### config.mk
export PLATFORM = sky130hd
export DESIGN_NAME = stopwatch_lap_core
export DESIGN_NICKNAME = d
export VERILOG_FILES = /design/src/rtl/stopwatch_pkg.sv /design/src/rtl/bcd_digit_cnt.sv /design/src/rtl/stopwatch_lap_core.sv
export SDC_FILE = /design/constraint.sdc
export NUM_CORES = 1
export LEC_CHECK = 0
export ABC_AREA = 1
export BUFFER_PORTS_ARGS = -buffer_cell sky130_fd_sc_hd__buf_2
export CAP_MARGIN = 20
export CORE_AREA = 2 2 123 125
export CTS_BUF_LIST = sky130_fd_sc_hd__clkbuf_4
export CTS_CLUSTER_DIAMETER = 60
export DETAILED_ROUTE_END_ITERATION = 8
export DIE_AREA = 0 0 125 127
export GPL_TIMING_DRIVEN = 0
export PLACE_DENSITY = 0.66
export SLEW_MARGIN = 20
export SYNTH_ARGS = -nofsm -noshare
export SYNTH_HDL_FRONTEND = slang
export SYNTH_SLANG_ARGS = --single-unit
### constraint.sdc
create_clock -name clk_50mhz -period 3.7 [get_ports clk_50mhz]
set_clock_uncertainty 0.1 [all_clocks]
set_input_delay 0.37 -clock clk_50mhz [delete_from_list [all_inputs] [get_ports clk_50mhz]]
set_output_delay 0.37 -clock clk_50mhz [all_outputs]
set_load 0.02 [all_outputs]
### src/rtl/stopwatch_pkg.sv
// Shared constants and state encoding for the mm:ss.cc stopwatch.
package stopwatch_pkg;
  localparam int DIGIT_W = 4;
  localparam int DIGITS  = 6;
  localparam int DISP_W  = DIGIT_W * DIGITS;

  localparam logic [DIGIT_W-1:0] DIGIT_MAX_UNITS = 4'd9;
  localparam logic [DIGIT_W-1:0] DIGIT_MAX_TENS  = 4'd5;

  // 59:59.99 packed as {m10,m1,s10,s1,c10,c1}
  localparam logic [DISP_W-1:0] BCD_FULL_SCALE = 24'h595999;

  typedef enum logic [1:0] {
    ST_IDLE = 2'd0,
    ST_RUN  = 2'd1,
    ST_HOLD = 2'd2,
    ST_SAT  = 2'd3
  } sw_state_t;
endpackage

### src/rtl/bcd_digit_cnt.sv
// One BCD digit counting 0..MAX; cy flags that this increment wraps the digit.
module bcd_digit_cnt
  import stopwatch_pkg::*;
#(
  parameter logic [DIGIT_W-1:0] MAX = DIGIT_MAX_UNITS
) (
  input  logic               clk_50mhz,
  input  logic               rst_n,
  input  logic               clr,
  input  logic               inc,
  output logic [DIGIT_W-1:0] q,
  output logic               cy
);
  logic [DIGIT_W-1:0] r_q;
  logic               w_at_max;

  assign w_at_max = (r_q == MAX);
  assign cy       = inc & w_at_max;
  assign q        = r_q;

  always_ff @(posedge clk_50mhz or negedge rst_n) begin
    if (!rst_n) begin
      r_q <= '0;
    end else if (clr) begin
      r_q <= '0;
    end else if (inc) begin
      r_q <= w_at_max ? '0 : r_q + 1'b1;
    end
  end
endmodule

### src/rtl/stopwatch_lap_core.sv
// Single-clock BCD stopwatch mm:ss.cc with a circular lap memory and recall browsing.
module stopwatch_lap_core
  import stopwatch_pkg::*;
#(
  parameter int TICK_DIV  = 500000,
  parameter int LAP_DEPTH = 3,
  parameter int WRAP_MODE = 0,
  parameter int IDX_W     = 4
) (
  input  logic              clk_50mhz,
  input  logic              rst_n,
  input  logic              run_en,
  input  logic              clr,
  input  logic              lap_pulse,
  input  logic              recall_mode,
  input  logic              recall_next,
  output logic [DISP_W-1:0] disp_bcd,
  output logic [IDX_W-1:0]  lap_cnt,
  output logic [IDX_W-1:0]  lap_idx,
  output logic              lap_ovf,
  output logic              over,
  output logic              running,
  output sw_state_t         dbg_state
);
  localparam int PRE_W  = $clog2(TICK_DIV);
  localparam int PTR_W  = (LAP_DEPTH > 1) ? $clog2(LAP_DEPTH) : 1;
  localparam int SUM_W  = PTR_W + 2;
  localparam bit SAT_EN = (WRAP_MODE != 0);

  sw_state_t          r_state;
  sw_state_t          w_state_nxt;
  logic               r_running;
  logic               r_over;
  logic [PRE_W-1:0]   r_presc;
  logic               w_tick;
  logic               w_inc;
  logic               w_at_full;

  logic [DIGIT_W-1:0] w_c1, w_c10, w_s1, w_s10, w_m1, w_m10;
  logic               w_cy_c1, w_cy_c10, w_cy_s1, w_cy_s10, w_cy_m1, w_cy_m10;
  logic [DISP_W-1:0]  w_count;

  logic [DISP_W-1:0]  r_lap_mem [LAP_DEPTH];
  logic [PTR_W-1:0]   r_wr_ptr;
  logic [IDX_W-1:0]   r_lap_cnt;
  logic               r_lap_ovf;
  logic [IDX_W-1:0]   r_lap_idx;
  logic               r_rmode_d;
  logic               w_lap_wr;
  logic               w_full;
  logic [SUM_W-1:0]   w_rd_sum;
  logic [PTR_W-1:0]   w_rd_ptr;
  logic [DISP_W-1:0]  r_disp;

  // Prescaler: only advances in RUN, so pausing keeps the sub-tick phase.
  assign w_tick = (r_state == ST_RUN) && (r_presc == PRE_W'(TICK_DIV - 1));

  always_ff @(posedge clk_50mhz or negedge rst_n) begin
    if (!rst_n) begin
      r_presc <= '0;
    end else if (clr) begin
      r_presc <= '0;
    end else if (r_state == ST_RUN) begin
      r_presc <= w_tick ? '0 : r_presc + 1'b1;
    end
  end

  assign w_count   = {w_m10, w_m1, w_s10, w_s1, w_c10, w_c1};
  assign w_at_full = (w_count == BCD_FULL_SCALE);
  assign w_inc     = w_tick & ~clr & ~(SAT_EN & w_at_full);

  bcd_digit_cnt #(.MAX(DIGIT_MAX_UNITS)) u_c1 (
    .clk_50mhz(clk_50mhz), .rst_n(rst_n), .clr(clr), .inc(w_inc),    .q(w_c1),  .cy(w_cy_c1));
  bcd_digit_cnt #(.MAX(DIGIT_MAX_UNITS)) u_c10 (
    .clk_50mhz(clk_50mhz), .rst_n(rst_n), .clr(clr), .inc(w_cy_c1),  .q(w_c10), .cy(w_cy_c10));
  bcd_digit_cnt #(.MAX(DIGIT_MAX_UNITS)) u_s1 (
    .clk_50mhz(clk_50mhz), .rst_n(rst_n), .clr(clr), .inc(w_cy_c10), .q(w_s1),  .cy(w_cy_s1));
  bcd_digit_cnt #(.MAX(DIGIT_MAX_TENS)) u_s10 (
    .clk_50mhz(clk_50mhz), .rst_n(rst_n), .clr(clr), .inc(w_cy_s1),  .q(w_s10), .cy(w_cy_s10));
  bcd_digit_cnt #(.MAX(DIGIT_MAX_UNITS)) u_m1 (
    .clk_50mhz(clk_50mhz), .rst_n(rst_n), .clr(clr), .inc(w_cy_s10), .q(w_m1),  .cy(w_cy_m1));
  bcd_digit_cnt #(.MAX(DIGIT_MAX_TENS)) u_m10 (
    .clk_50mhz(clk_50mhz), .rst_n(rst_n), .clr(clr), .inc(w_cy_m1),  .q(w_m10), .cy(w_cy_m10));

  // Saturation is checked before pause so a run that just hit full scale still locks.
  always_comb begin
    w_state_nxt = r_state;
    if (clr) begin
      w_state_nxt = ST_IDLE;
    end else begin
      case (r_state)
        ST_IDLE: if (run_en) w_state_nxt = ST_RUN;
        ST_RUN: begin
          if (SAT_EN && w_at_full) w_state_nxt = ST_SAT;
          else if (!run_en)        w_state_nxt = ST_HOLD;
        end
        ST_HOLD: if (run_en) w_state_nxt = ST_RUN;
        ST_SAT:  w_state_nxt = ST_SAT;
        default: w_state_nxt = ST_IDLE;
      endcase
    end
  end

  always_ff @(posedge clk_50mhz or negedge rst_n) begin
    if (!rst_n) begin
      r_state   <= ST_IDLE;
      r_running <= 1'b0;
      r_over    <= 1'b0;
    end else begin
      r_state   <= w_state_nxt;
      r_running <= (w_state_nxt == ST_RUN);
      r_over    <= !SAT_EN && w_cy_m10;
    end
  end

  // Lap capture stores the pre-tick value because the digits update on the same edge.
  assign w_lap_wr = lap_pulse & ~clr & ~recall_mode;
  assign w_full   = (r_lap_cnt == IDX_W'(LAP_DEPTH));

  always_ff @(posedge clk_50mhz) begin
    if (rst_n && w_lap_wr) begin
      r_lap_mem[r_wr_ptr] <= w_count;
    end
  end

  always_ff @(posedge clk_50mhz or negedge rst_n) begin
    if (!rst_n) begin
      r_wr_ptr  <= '0;
      r_lap_cnt <= '0;
      r_lap_ovf <= 1'b0;
    end else if (clr) begin
      r_wr_ptr  <= '0;
      r_lap_cnt <= '0;
      r_lap_ovf <= 1'b0;
    end else if (w_lap_wr) begin
      r_wr_ptr <= (r_wr_ptr == PTR_W'(LAP_DEPTH - 1)) ? '0 : r_wr_ptr + 1'b1;
      if (w_full) r_lap_ovf <= 1'b1;
      else        r_lap_cnt <= r_lap_cnt + 1'b1;
    end
  end

  // Index is held at 0 outside recall and on the first recall cycle.
  always_ff @(posedge clk_50mhz or negedge rst_n) begin
    if (!rst_n) begin
      r_rmode_d <= 1'b0;
      r_lap_idx <= '0;
    end else begin
      r_rmode_d <= recall_mode;
      if (clr || !recall_mode || !r_rmode_d) begin
        r_lap_idx <= '0;
      end else if (recall_next && (r_lap_cnt != '0)) begin
        r_lap_idx <= (r_lap_idx == r_lap_cnt - 1'b1) ? '0 : r_lap_idx + 1'b1;
      end
    end
  end

  // Newest lap sits at wr_ptr-1; lap_idx walks backwards from there.
  assign w_rd_sum = SUM_W'(r_wr_ptr) + SUM_W'(LAP_DEPTH - 1) - SUM_W'(r_lap_idx);
  assign w_rd_ptr = (w_rd_sum >= SUM_W'(LAP_DEPTH)) ? PTR_W'(w_rd_sum - SUM_W'(LAP_DEPTH))
                                                    : PTR_W'(w_rd_sum);

  always_ff @(posedge clk_50mhz or negedge rst_n) begin
    if (!rst_n) begin
      r_disp <= '0;
    end else if (!recall_mode) begin
      r_disp <= w_count;
    end else if (r_lap_cnt == '0) begin
      r_disp <= '0;
    end else begin
      r_disp <= r_lap_mem[w_rd_ptr];
    end
  end

  assign disp_bcd  = r_disp;
  assign lap_cnt   = r_lap_cnt;
  assign lap_idx   = r_lap_idx;
  assign lap_ovf   = r_lap_ovf;
  assign over      = r_over;
  assign running   = r_running;
  assign dbg_state = r_state;
endmodule

; ---- Word level (Yosys, flattened, before mapping)
; Memory sizes are Yosys's and may differ from the RTL's.
; Cells that the tools add are included.
[op_classes]
n_eq_ne = 15
mux = 42
bitwise = 11
reduce_logical = 23
n_lt_le_gt_ge = 1
n_addsub = 14
[op_table]
columns = cell, count
row1 = two-way mux 4 bit, 24
row2 = two-way mux 19 bit, 3
row3 = two-way mux 24 bit, 2
row4 = "adder 4 x 1 -> 4 bit, second input constant", 8
row5 = nonzero test 2 bit, 10
row6 = "adder 19 x 1 -> 19 bit, second input constant", 1
row7 = "equality test 19 bit, second input constant", 1
row8 = "equality test 4 bit, second input constant", 4
row9 = two-way mux 2 bit, 7
row10 = bitwise AND 1 bit, 9
row11 = "equality test 4 x 3 -> 1 bit, second input constant", 2
row12 = "equality test 2 bit, second input constant", 3
row13 = case mux 2 bit (3 select lines), 1
row14 = two-way mux 1 bit, 5
row15 = "equality test 2 x 1 -> 1 bit, second input constant", 2
row16 = "equality test 4 x 2 -> 1 bit, second input constant", 1
row17 = equality test 4 bit, 1
row18 = "greater-or-equal comparator 4 x 2 -> 1 bit, second input constant", 1
row19 = zero test 4 bit, 1
row20 = AND reduction 2 bit, 2
row21 = nonzero test 4 bit, 1
row22 = subtractor 3 x 4 -> 4 bit, 1
row23 = "subtractor 4 x 1 -> 4 bit, second input constant", 1
row24 = "adder 2 x 2 -> 3 bit, second input constant", 1
row25 = other kinds (9), 14
[totals]
inputBits = 7
mem_count = 1
mem_bits_rw = 72
elab_cells = 123
regBits = 83
output_inout_bits = 37
[memory_table]
columns = memory, words, word_bits, rd, rd_clocked_by_memory_dff, wr, line_no
row1 = r_lap_mem, 3, 24, 1, 0, 1, stopwatch_lap_core.sv:43  ; logic [DISP_W-1:0] r_lap_mem [LAP_DEPTH];

; ---- Longest topological paths before layout
; Gate-level depths: netlist of the first run.
[depth]
depth_word = 10
depth_mapped = 18
depth_no_buf = 17

; ---- Modules after synthesis
; Synthesis of the first run repeated with hierarchy kept, for this count alone.
[unflattened]
hier_cells = 894
hier_area_um2 = 7694.9
[modules_own_cells]
columns = module, area_per_inst_um2, cells_per_inst, seq_area_each_um2, n_inst
row1 = stopwatch_lap_core, 6108.4, 654, 3638.5, 1
row2 = bcd_digit_cnt (u_c1 ...), 265.3, 40, 100.1, 4
row3 = bcd_digit_cnt (u_m10 ...), 262.8, 40, 100.1, 2

; ---- Least setup slack after synthesis of the first run
; No wires, ideal clock.
[synth_path]
path_type = input to register
start = input clr
end = memory r_lap_mem[1][0] (netlist bit) (enable)
setup_time_ps = 435
path_buffers = 0
stages = 5
required_time_ps = 3165
arrival_ps = 2466
setup_slack_ps = 699
cell_sequence = inv_1 nand3_1 inv_1 nand2_1 nor3_1
[synth_between]
elab_chain_cells = 6
[synth_rtl]
columns = element, line_no
row1 = start: declaration, stopwatch_lap_core.sv:13  ; input logic clr,
row2 = NOT 1 bit, stopwatch_lap_core.sv:117  ; assign w_lap_wr = lap_pulse & ~clr & ~recall_mode;
row3 = bitwise AND 1 bit (2 in a row), stopwatch_lap_core.sv:117
row4 = logical AND 1 bit, stopwatch_lap_core.sv:121  ; if (rst_n && w_lap_wr) begin
row5 = two-way mux 1 bit, stopwatch_lap_core.sv:121
row6 = two-way mux 1 bit (not written as such), stopwatch_lap_core.sv:122  ; r_lap_mem[r_wr_ptr] <= w_count;
row7 = end: declaration, stopwatch_lap_core.sv:43
; Every way passes these cells.

; ---- Worst setup path in the final report of the first run
[layout_path]
start = register r_wr_ptr[1]
end = register r_disp[2], in the netlist disp_bcd[2]
[layout_between]
elab_chain_cells = 7
elab_cells_between_ends = 8
classes_between = add/sub (3) / order compare (1) / mux (3) / memory (1)
[layout_rtl]
columns = element, line_no
row1 = start: declaration, stopwatch_lap_core.sv:44  ; logic [PTR_W-1:0] r_wr_ptr;
row2 = start signal: assignment, stopwatch_lap_core.sv:136  ; r_wr_ptr <= (r_wr_ptr == PTR_W'(LAP_DEPTH - 1)) ? '0 : r_wr_ptr + 1'b1;
row3 = adder 2 x 2 -> 3 bit (*), stopwatch_lap_core.sv:158  ; assign w_rd_sum = SUM_W'(r_wr_ptr) + SUM_W'(LAP_DEPTH - 1) - SUM_W'(r_lap_idx);
row4 = subtractor 3 x 4 -> 4 bit (*), stopwatch_lap_core.sv:158
row5 = greater-or-equal comparator 4 x 2 -> 1 bit / subtractor 2 bit (equally long branches), stopwatch_lap_core.sv:159  ; assign w_rd_ptr = (w_rd_sum >= SUM_W'(LAP_DEPTH)) ? PTR_W'(w_rd_sum - SUM_W'(LAP_DEPTH))
row6 = two-way mux 2 bit (*), stopwatch_lap_core.sv:159
row7 = memory (3 x 24 bit) (*), --
row8 = two-way mux 24 bit (*), stopwatch_lap_core.sv:167  ; end else if (r_lap_cnt == '0) begin
row9 = two-way mux 24 bit (*), stopwatch_lap_core.sv:165  ; end else if (!recall_mode) begin
row10 = end signal: assignment, stopwatch_lap_core.sv:166  ; r_disp <= w_count;
row11 = end signal: assignment, stopwatch_lap_core.sv:170  ; r_disp <= r_lap_mem[w_rd_ptr];
row12 = end: declaration, stopwatch_lap_core.sv:53  ; logic [DISP_W-1:0] r_disp;
; Mark *: on every way between the ends. The rest lies on a longest branch, timed or not.
; A chain may end at the register's enable or synchronous reset.

==> results of run 1 <==
what timing repair did:
item,CTS,global route
hold buffers,3,0
setup endpoints to repair,0,0
endpoints found under the hold margin,49,0
sequential cells by signal (all words and copies together) (netlist names), 2 cells and up:
signal	cells
r_lap_mem	72
u_c10.q	4
lap_cnt	4
u_m1.q	4
u_c1.q	4
lap_idx	4
r_wr_ptr	2
u_m10.q	4
u_s1.q	4
u_s10.q	4
dbg_state	2
disp_bcd	24
r_presc	19
metal layers:
metal	GRT usage	vias to the layer above
li1	-	2575
met1	0.276	2588
met2	0.345	147
met3	0.0406	34
met4	0.106	0
met5	0	-
area by class of cell:
class                      count  area (um^2)  area share
buffer                        19          124      0.0154
clock buffer                  18          135      0.0168
clock inverter                14          203      0.0252
inverter                      91          342      0.0425
multi-input combinational    461         2420       0.301
sequential                   155         4240       0.528
tap                          184          230      0.0287
timing repair buffer          56          339      0.0422
synthesized netlist by cell type:
master | count | area (um^2)
a211oi_1 | 2 | 15.0
a21oi_1 | 20 | 100
a21oi_2 | 1 | 8.76
a31oi_1 | 2 | 12.5
and2_1 | 1 | 6.26
and3_1 | 1 | 6.26
buf_12 | 1 | 20.0
buf_2 | 11 | 55.1
buf_4 | 1 | 7.51
buf_6 | 1 | 11.3
buf_8 | 1 | 15.0
clkbuf_1 | 4 | 15.0
dfrtp_1 | 83 | 2080
edfxtp_1 | 72 | 2160
fa_1 | 1 | 20.0
ha_1 | 18 | 225
inv_1 | 90 | 338
inv_2 | 1 | 3.75
nand2_1 | 142 | 533
nand2_2 | 7 | 43.8
nand2_8 | 1 | 20.0
nand3_1 | 63 | 315
nand3_2 | 1 | 10.0
nand3_4 | 1 | 17.5
nand4_1 | 10 | 62.6
nor2_1 | 64 | 240
nor2_8 | 1 | 20.0
nor3_1 | 11 | 55.1
nor3_2 | 1 | 10.0
nor3b_1 | 2 | 15.0
o211ai_1 | 1 | 7.51
o21a_1 | 1 | 7.51
o21ai_0 | 39 | 195
o21ai_1 | 35 | 175
o21ai_2 | 1 | 8.76
o21bai_1 | 5 | 37.5
o21bai_4 | 1 | 18.8
o22ai_1 | 8 | 50.1
o31ai_1 | 1 | 7.51
or2_1 | 1 | 6.26
or2_2 | 1 | 6.26
xnor2_1 | 5 | 43.8
xor2_1 | 12 | 105
cell usage in the layout, fill, tap and decap left out, types with 10 or more instances in the layout:
cell type and instances:
nand2_1 142, inv_1 90, dfrtp_1 83, edfxtp_1 72, nor2_1 64, nand3_1 63
buf_2 53, o21ai_0 39, o21ai_1 35, a21oi_1 20, ha_1 18, clkbuf_4 18
xor2_1 12, nand4_1 10, buf_4 10
worst reg2reg max path, delay by kind of cell (launching register included):
kind	cells	cell delay, ps
AO/OA/AOI/OAI	2	300
adder cells (fa/ha/maj)	3	810
buffers and inverters	4	560
flip-flops	1	430
AND/OR/NAND/NOR	7	770
power groups by stage:
stage	Combinational (mW)	Clock, mW	Sequential, mW
after floorplan	0.633	0	2.13
after global placement	1.04	0	2.05
after detailed placement	1.06	0	2.06
after CTS	1.07	1.21	2.02
after global routing	1.18	1.29	2.04
final	1.05	1.19	2.02
worst max path at each step:
stage / startpoint / endpoint / cells after the start
2_1_floorplan: clr / r_lap_mem[1][0] / 5
3_3_place_gp: rst_n / r_lap_mem[0][17] / 3
5_1_grt: r_wr_ptr[1] / disp_bcd[22] / 15
3_5_place_dp: r_wr_ptr[1] / disp_bcd[22] / 15
4_1_cts: r_wr_ptr[1] / disp_bcd[22] / 15
6_report: r_wr_ptr[1] / disp_bcd[2] / 16
logic make-up after synthesis:
family	Yosys count	synth area share
adder cells (fa/ha/maj)	19	0.0345
flip-flops	155	0.596
buffers and inverters	110	0.0655
XOR/XNOR	17	0.0209
AND/OR/NAND/NOR	308	0.192
AO/OA/AOI/OAI	117	0.0906
per-stage QoR:
stage,instance area [um^2],setup WS (ps)
4_1_cts,8030,650
3_3_place_gp,7560,-2110
5_1_grt,8030,460
2_1_floorplan,7110,699
6_report,8030,647
3_5_place_dp,7660,669
==> run metrics, run 1 <==
fin cells 998; R2R setup slack 650 ps; type of the worst setup path reg2reg; syn_nets about 750; WL met3 about 720 um; routed length on met2 7860 um; worst hold path type in2reg; register area share after synthesis 0.596; number of global-route vias before repair 5323; cts bufs inserted 17; Buf/Inv on CP 4; Sum Neg Setup Slack 0 ps; Slew Limit Fails 0; met1 wire length between 6000 and 7000 um; Sw Ratio 0.326; RSZ-0062 raised after global routing no; n_diodes 0; clk_lat worst skew between 500 and 600 ps; Post CTS Setup Buffer Count 0; total core area ~14000 um^2; WL/cell around 16 um; Worst Tran Pin Value approximately 750 ps; final WL approximately 16000 um; number of I/O pins 44; final net count between 800 and 900; Clk pwr share 0.278; first-pass GRT wire length ~26000 um; Setup crit end kind flop; Clock Sinks ~160; gr usage total 0.212; placed insts about 960; Largest stage delay, worst path 430 ps; beginning of the worst hold path lap_pulse; Total Power around 4.3 mW; Port Buffer Count 43; Data arrival, critical path around 3400 ps; Cell Rows 44; Max Freq 0.328 GHz; synthesized area per cell 9.79 um^2; routability-driven placement congestion ratio just over 0.8; Util after Layout 0.557; Fillers ~1300; critical path peak fanout 10; WHS around 93 ps; CTS Root Cell clkbuf_4; Worst Hold Depth 3; Seq cells post-synth between 150 and 200; Via density around 5.4; leakage power 3.58 nW; Max Buffers Root-to-Sink 2; outcome complete, no violations; Internal roughly 2.9 mW; DR pass1 iterations 5; Psw ~1.4 mW; Tmin final 3050 ps; cell count after synthesis around 730; hold endpoint lap_ovf; Synth cell types 43; Worst slew margin 0.501; combinational power share 0.248; Starting DRT DRC Count ~430; Yosys warning count 0; initial antenna violation count 0; DRT antenna net count 0; Die X between 100 and 150 um; post-cts resize count 0; Mapped Area approximately 7000 um^2; final setup violation count 0; critical path cell sequence inv_1 -> ha_1 -> inv_1 -> ha_1 -> inv_1 -> fa_1 -> nand2_1 -> nand3_1 -> nor2_1 -> nand2_1 -> nand2_2 -> buf_2 -> nor2_1 -> o21ai_0 -> nand2_1 -> o21ai_0; GRT overflow 0; reg2reg start r_wr_ptr[1]; PwrDens about 530 nW/um^2; CP Launch Type flop; CTS tree built; maximum VDD drop a little over 200 uV; via count of the routed design 5344; CP Data Required Time just over 4000 ps; Max stage delay cell, worst path dfrtp_1; layout cells sized above 1 0.144; DIE AREA 15900 um^2; initial core utilization 0.493; Worst R2R Path Depth 16; Die Y-Extent roughly 130 um; FF-to-FF End disp_bcd[2]; area delta synth->final 13.0%; highest routed layer met4; CP top delay family adder cells; DRC Markers 0; fin crit share 0.825; post-DP HPWL approximately 11000 um; clock-pin slew on the worst setup and hold paths ~120 ps; Max Cap Viol 0; Final Hold Fails 0; largest net degree at the start of global routing 47; Flop pwr share 0.474; H-tree Lvls 4
No activity file was read; power rests on OpenSTA's default activity.
==> run 2, diff against run 1 <==
--- a/config.mk
+++ b/config.mk
@@ -5,16 +5,16 @@
 export SDC_FILE = /design/constraint.sdc
 export NUM_CORES = 1
 export LEC_CHECK = 0
-export ABC_AREA = 1
+export ABC_AREA = 0
 export BUFFER_PORTS_ARGS = -buffer_cell sky130_fd_sc_hd__buf_2
 export CAP_MARGIN = 20
-export CORE_AREA = 2 2 123 125
+export CORE_AREA = 2 2 121 123
 export CTS_BUF_LIST = sky130_fd_sc_hd__clkbuf_4
 export CTS_CLUSTER_DIAMETER = 60
 export DETAILED_ROUTE_END_ITERATION = 8
-export DIE_AREA = 0 0 125 127
+export DIE_AREA = 0 0 123 125
 export GPL_TIMING_DRIVEN = 0
-export PLACE_DENSITY = 0.66
+export PLACE_DENSITY = 0.69
 export SLEW_MARGIN = 20
 export SYNTH_ARGS = -nofsm -noshare
 export SYNTH_HDL_FRONTEND = slang
==> constraint.sdc (replaced) <==
create_clock -name clk_50mhz -period 2.7 [get_ports clk_50mhz]
set_clock_uncertainty 0.1 [all_clocks]
set_input_delay 0.27 -clock clk_50mhz [delete_from_list [all_inputs] [get_ports clk_50mhz]]
set_output_delay 0.27 -clock clk_50mhz [all_outputs]
set_load 0.02 [all_outputs]
==> run 2 against run 1 <==
The run now ends with setup timing left. Register-to-register slack got worse by 830 ps. Sequential share of layout area fell by 4.2 points. Critical path depth fell by 2. Wire length fell by 5.6%. Largest power group unchanged.
==> run metrics, run 2 <==
WHS 37.0 ps (-55.6 ps); outcome finished with violations; Util after Layout 0.614 (+0.0575); critical path peak fanout 6 (-4); CP Launch Type flop; Data arrival, critical path 3220 ps (-160 ps); most frequent cells in the layout dfrtp_1, edfxtp_1, nor2_1, buf_2, inv_1; Worst slew margin 0.542 (+0.0414); Tmin final 2890 ps (-167 ps); n_diodes 0 (unchanged); register area share after synthesis 0.619 (+0.0226); Clock Sinks 155 (unchanged); PwrDens 528 nW/um^2 (-0.39%); initial core utilization 0.482 (-0.0107); WL/cell 17.4 um (+9.3%); leakage power 3.75 nW (+4.7%); CTS Root Cell clkbuf_4; Max Freq 0.346 GHz (+5.8%); Setup crit end kind flop; via count of the routed design 4722 (-12%); Max Cap Viol 0 (unchanged); cts bufs inserted 17 (unchanged); CP top delay family buffers and inverters; FF-to-FF End disp_bcd[22]; count leader, synth dfrtp_1; total core area 14200 um^2 (-1.5%); reg2reg start r_wr_ptr[1]; H-tree Lvls 4 (unchanged); worst hold path type in2async; Max stage delay cell, worst path dfrtp_1; CTS tree built; Yosys warning count 0 (unchanged); Largest stage delay, worst path 420 ps (about the same); pre-CTS WS -508 ps (-1180 ps); top post-synthesis cells by area edfxtp_1, dfrtp_1, mux2i_1, ha_1, o221ai_1; largest net degree at the start of global routing 56 (+19%); Fillers 1098 (-16%); clk_lat worst skew 560 ps (+30 ps); Port Buffer Count 42 (-2.3%); layout cells sized above 1 0.285 (+0.141); Die X 123 um (-1.6%); initial antenna violation count 0 (unchanged); Synth cell types 55 (+28%); Buf/Inv on CP 6 (+2); gr usage total 0.208 (-0.00452); R2R setup slack -190 ps (-830 ps); synthesized area per cell 12.4 um^2 (+26%); Cell Rows 44 (unchanged); Worst Tran Pin Value 681 ps (-68.3 ps); Final Cell Area 8730 um^2 (+8.6%); register area 4240 um^2 (about the same); Via density 5.48 (+2.3%); syn_nets 580 (-23%); fin crit share 1.07 (+0.244); routability-driven placement congestion ratio 0.838 (+1.1%); number of global-route vias before repair 4842 (-9.0%); Reg with most FFs r_lap_mem; number of flops mapped to enable cells by yosys 72 (unchanged); DRT antenna net count 0 (unchanged); Seq cells post-synth 155 (unchanged); Yosys top cell area share 0.316 (+0.0116); post-DP HPWL 9600 um (-13%); Async SR Flop Fraction 0.535 (unchanged); CP Data Required Time 3030 ps (-1000 ps); Total Power 4.61 mW (+8.2%); DRC Markers 0 (unchanged); violated checks setup timing; clock-pin slew on the worst setup and hold paths 130 ps (about the same); DIE AREA 15400 um^2 (-3.1%); Slew Limit Fails 0 (unchanged); RSZ-0062 raised after global routing yes; first-pass GRT wire length 24300 um (-7.7%); final setup violation count 24 (+24); commonest non-fill, non-tap cell in the layout dfrtp_1; DR pass1 iterations 4 (-1); Worst Slack Setup Final -186 ps (-833 ps); Starting DRT DRC Count 250 (-41%); type of the worst setup path reg2reg; cell count after synthesis 554 (-24%); cell taking the most area after synthesis edfxtp_1; Sum Neg Setup Slack -3780 ps (-3780 ps); Die Y-Extent 125 um (-1.6%); number of I/O pins 44 (unchanged); area delta synth->final 27.4%; Max Buffers Root-to-Sink 2 (unchanged); fin cells 862 (-14%); Worst R2R Path Depth 14 (-2); critical path cell sequence inv_2 -> ha_4 -> inv_4 -> ha_4 -> inv_2 -> fa_2 -> xor2_2 -> nor3b_4 -> buf_4 -> mux2i_4 -> nand3b_1 -> buf_6 -> clkbuf_16 -> o221ai_2; Final Hold Fails 0 (unchanged); top_reg_cell synth dfrtp_1; area of the multi-input gates 2780 um^2 (+15%); placed insts 789 (-18%); maximum VDD drop 329 uV (+59%); Mapped Area 6850 um^2 (-3.7%); dpl cell area 7620 um^2 (-0.59%); GRT overflow 0 (unchanged); Synth top cells by count dfrtp_1, edfxtp_1, nor2_1, inv_1, mux2i_1; final WL 15000 um (-5.6%); final net count 691 (-16%); max reg flops 72 (unchanged)
==> run 2: changes by cell type in the layout (fill, tap and decap cells not counted), moves of 11 or more <==
cell	change
nand2_1	-117
inv_1	-54
nand3_1	-50
o21ai_1	-35
nand2b_1	+28
o21ai_0	-28
o221ai_2	+23
mux2i_1	+19
nor2_1	-18
buf_4	+14
buf_2	-11
==> run 2: where the power goes <==
| part | leakage, nW | internal [mW] | switching (mW) |
|---|---|---|---|
| Sequential | 1.84 | 2.49 | 0.0160 |
| Clock | 0.167 | 0.763 | 0.783 |
| Combinational | 1.74 | 0.284 | 0.274 |
==> run 2: tightest hold or removal path, cell delays in order <==
cell and delay (ps):
buf_4 90, buf_12 90, buf_12 80, buf_12 80, buf_12 100, buf_16 110, buf_16 260
==> run 2: cells by family (layout without fill, tap and decap cells) <==
kind of cell    Yosys count  count (layout)  synth area share
buf+inv                  59             183            0.0329
fa+ha+maj                19              19            0.0358
simple gates            179             179             0.145
mux                      33              33            0.0484
compound gates           83              83            0.0860
flops                   155             155             0.619
xor+xnor                 26              26            0.0332
==> run 2: cell type report <==
cell class / instances / area share
Multi-Input combinational cell: 340 / 0.319
Timing Repair Buffer: 93 / 0.0958
Buffer: 17 / 0.0178
Sequential cell: 155 / 0.486
Tap cell: 184 / 0.0264
Clock buffer: 20 / 0.0172
Clock inverter: 12 / 0.0199
Inverter: 41 / 0.0179
==> run 2: worst max path at each step <==
stage                     slack (ps)          endpoint         from  depth (start not counted)
after global routing            -300       disp_bcd[4]  r_wr_ptr[1]                         14
after CTS                       -200      disp_bcd[21]  r_wr_ptr[1]                         15
after detailed placement        -510  r_lap_mem[0][17]          clr                          7
after global placement         -3030  r_lap_mem[1][15]        rst_n                          3
after floorplan                 -500   r_lap_mem[1][0]          clr                          5
final                           -190      disp_bcd[22]  r_wr_ptr[1]                         14
==> run 2: repair_timing <==
action,4_1_cts,5_1_grt
setup endpoints to repair,34,40
cloned,4,1
buffers inserted,17,9
hold buffers,11,0
endpoints found under the hold margin,90,0
gates resized for setup,33,23
pin swaps,7,2
==> run 2: metal layers <==
metal  GRT usage  vias up  share of wire
met5           0        -              0
met4      0.0689        0          0.010
met3      0.0493       12          0.042
met2       0.340      105           0.51
met1       0.273     2358           0.44
li1            -     2247              -
==> run 3, diff against run 2 <==
--- a/config.mk
+++ b/config.mk
@@ -5,14 +5,14 @@
 export SDC_FILE = /design/constraint.sdc
 export NUM_CORES = 1
 export LEC_CHECK = 0
-export ABC_AREA = 0
+export ABC_AREA = 1
 export BUFFER_PORTS_ARGS = -buffer_cell sky130_fd_sc_hd__buf_2
 export CAP_MARGIN = 20
-export CORE_AREA = 2 2 121 123
+export CORE_AREA = 2 2 123 125
 export CTS_BUF_LIST = sky130_fd_sc_hd__clkbuf_4
 export CTS_CLUSTER_DIAMETER = 60
 export DETAILED_ROUTE_END_ITERATION = 8
-export DIE_AREA = 0 0 123 125
+export DIE_AREA = 0 0 125 127
 export GPL_TIMING_DRIVEN = 0
 export PLACE_DENSITY = 0.69
 export SLEW_MARGIN = 20
==> run 3 against run 2 <==
The run now ends clean. Worst hold slack better by 100 ps. Clock power down 3%. Combinational power rose to 3.2 times the previous value. Design area down 4.4%. Via count up 16%. Global-route usage up 1.2 points. Sequential share of layout area up 2.2 points. Sequential power up 11%. Die area up 3.3%. Largest cell class unchanged.
==> run metrics, run 3 (same netlist as run 1, synthesis figures left out) <==
leakage power 3.71 nW (-1.1%); total core area 14400 um^2 (+1.6%); CP Launch Type flop; Final Hold Fails 0 (unchanged); Clock Sinks 155 (unchanged); Tmin final 2680 ps (-204 ps); maximum VDD drop 322 uV (-2.0%); final setup violation count 0 (-100%); WL/cell 16.4 um (-5.5%); final WL 16700 um (+11%); Max Cap Viol 0 (unchanged); PwrDens 728 nW/um^2 (+38%); outcome complete, no violations; Worst Slack Setup Final 17.6 ps (+204 ps); DRC Markers 0 (unchanged); cts bufs inserted 17 (unchanged); Cell Rows 44 (unchanged); initial antenna violation count 0 (unchanged); RSZ-0062 raised after global routing yes; gr usage total 0.220 (+0.0121); commonest non-fill, non-tap cell in the layout nand2_1; first-pass GRT wire length 27100 um (+12%); Total Power 6.08 mW (+32%); most frequent cells in the layout nand2_1, inv_1, dfrtp_1, edfxtp_1, nor2_1; Final Cell Area 8340 um^2 (-4.4%); pre-CTS WS -434 ps (+73.6 ps); Starting DRT DRC Count 483 (+93%); n_diodes 0 (unchanged); layout cells sized above 1 0.208 (-0.0762); CP Data Required Time 3060 ps (+30 ps); type of the worst setup path reg2reg; DR pass1 iterations 5 (+1); Data arrival, critical path 3050 ps (-170 ps); H-tree Lvls 4 (unchanged); worst hold path type in2reg; Setup crit end kind flop; CTS Root Cell clkbuf_4; highest routed layer met4; routed length on met2 8080 um (+5.7%); area delta synth->final 17.3%; Via density 5.41 (-1.3%); met1 wire length 7200 um (+9.5%); final net count 843 (+22%); DIE AREA 15900 um^2 (+3.3%); initial core utilization 0.493 (+0.0107); dpl cell area 7680 um^2 (+0.74%); Slew Limit Fails 0 (unchanged); Worst slew margin 0.453 (-0.0891); number of global-route vias before repair 5388 (+11%); Max Freq 0.373 GHz (+7.6%); clock-pin slew on the worst setup and hold paths 120 ps (about the same); Fillers 1211 (+10%); clk_lat worst skew 570 ps (about the same); fin crit share 0.993 (-0.0755); post-DP HPWL 11200 um (+17%); CTS tree built; Sum Neg Setup Slack 0 ps (+3780 ps); Worst Tran Pin Value 821 ps (+140 ps); Die Y-Extent 127 um (+1.6%); via count of the routed design 5485 (+16%); number of I/O pins 44 (unchanged); Die X 125 um (+1.6%); DRT antenna net count 0 (unchanged); Port Buffer Count 43 (+2.4%); Reg with most FFs r_lap_mem; critical path peak fanout 10 (+4); Max Buffers Root-to-Sink 2 (unchanged); GRT overflow 0 (unchanged); area of the multi-input gates 2560 um^2 (-8.1%); routability-driven placement congestion ratio 0.863 (+3.0%); WL met3 828 um (+30%); max reg flops 72 (unchanged); register area 4240 um^2 (unchanged); largest net degree at the start of global routing 48 (-14%)
[run 3: cell types whose count changed in the layout (fill, tap and decap cells not counted), moves of 18 or more]
cell,change
inv_1,+50
mux2i_1,-19
nand2_1,+104
o221ai_2,-23
o21ai_1,+28
nand2b_1,-28
nand3_1,+49
nand2_2,+18
o21ai_0,+19
[run 3: area by class of cell]
type	instances	area share
multi-input combinational	461	0.307
buffer	19	0.0196
sequential	155	0.508
clock buffer	19	0.0171
inverter	91	0.0412
tap	184	0.0276
timing repair buffer	72	0.0591
clock inverter	13	0.0201
[run 3: layer usage]
metal | up-vias | global-route usage
li1 | 2619 | -
met3 | 44 | 0.0398
met1 | 2670 | 0.288
met5 | - | 0
met2 | 152 | 0.357
met4 | 0 | 0.109
[run 3: through the flow]
step            util  hold slack, ps  std cells
6_report       0.578             140       1014
5_1_grt        0.578             129       1014
4_1_cts        0.575            90.5       1014
3_5_place_dp   0.532             235        964
3_3_place_gp   0.524             377        953
2_1_floorplan      -            -126        726
[run 3: path summary, 6_finish.rpt]
| check | startpoint | endpoint | slack, ps | cells past startpoint |
|---|---|---|---|---|
| min | clr | lap_ovf | 140 | 4 |
| max reg2reg | lap_idx[1] | disp_bcd[22] | 20 | 14 |
| min in group asynchronous | rst_n | lap_idx[0] | 150 | 2 |
| max | lap_idx[1] | disp_bcd[22] | 20 | 14 |
| min reg2reg | u_m1.q[3] | r_lap_mem[2][19] | 420 | 0 |
| max in group asynchronous | rst_n | disp_bcd[22] | 1710 | 3 |
[run 3: power breakdown]
part | switching [mW] | internal (mW)
Clock | 0.845 | 0.670
Combinational | 1.12 | 0.677
Sequential | 0.121 | 2.64
[run 3: timing repair]
| item | CTS | global route |
|---|---|---|
| buffers inserted | 11 | 2 |
| gates cloned | 2 | 0 |
| hold buffers | 5 | 0 |
| hold endpoints to repair | 54 | 0 |
| gates resized for setup | 39 | 29 |
| endpoints found under the setup margin | 24 | 24 |
| pin swaps | 9 | 13 |
[run 3: critical path: stages (launching register included)]
cell and delay, ps:
dfrtp_2 460, ha_4 250, inv_4 50, ha_4 120, inv_2 30, fa_2 530, nand3_1 100, nor2_2 110
nand2_2 110, nand2_4 150, buf_8 170, nand2_1 70, nand3_2 70, o211ai_1 80, o21ai_1 180
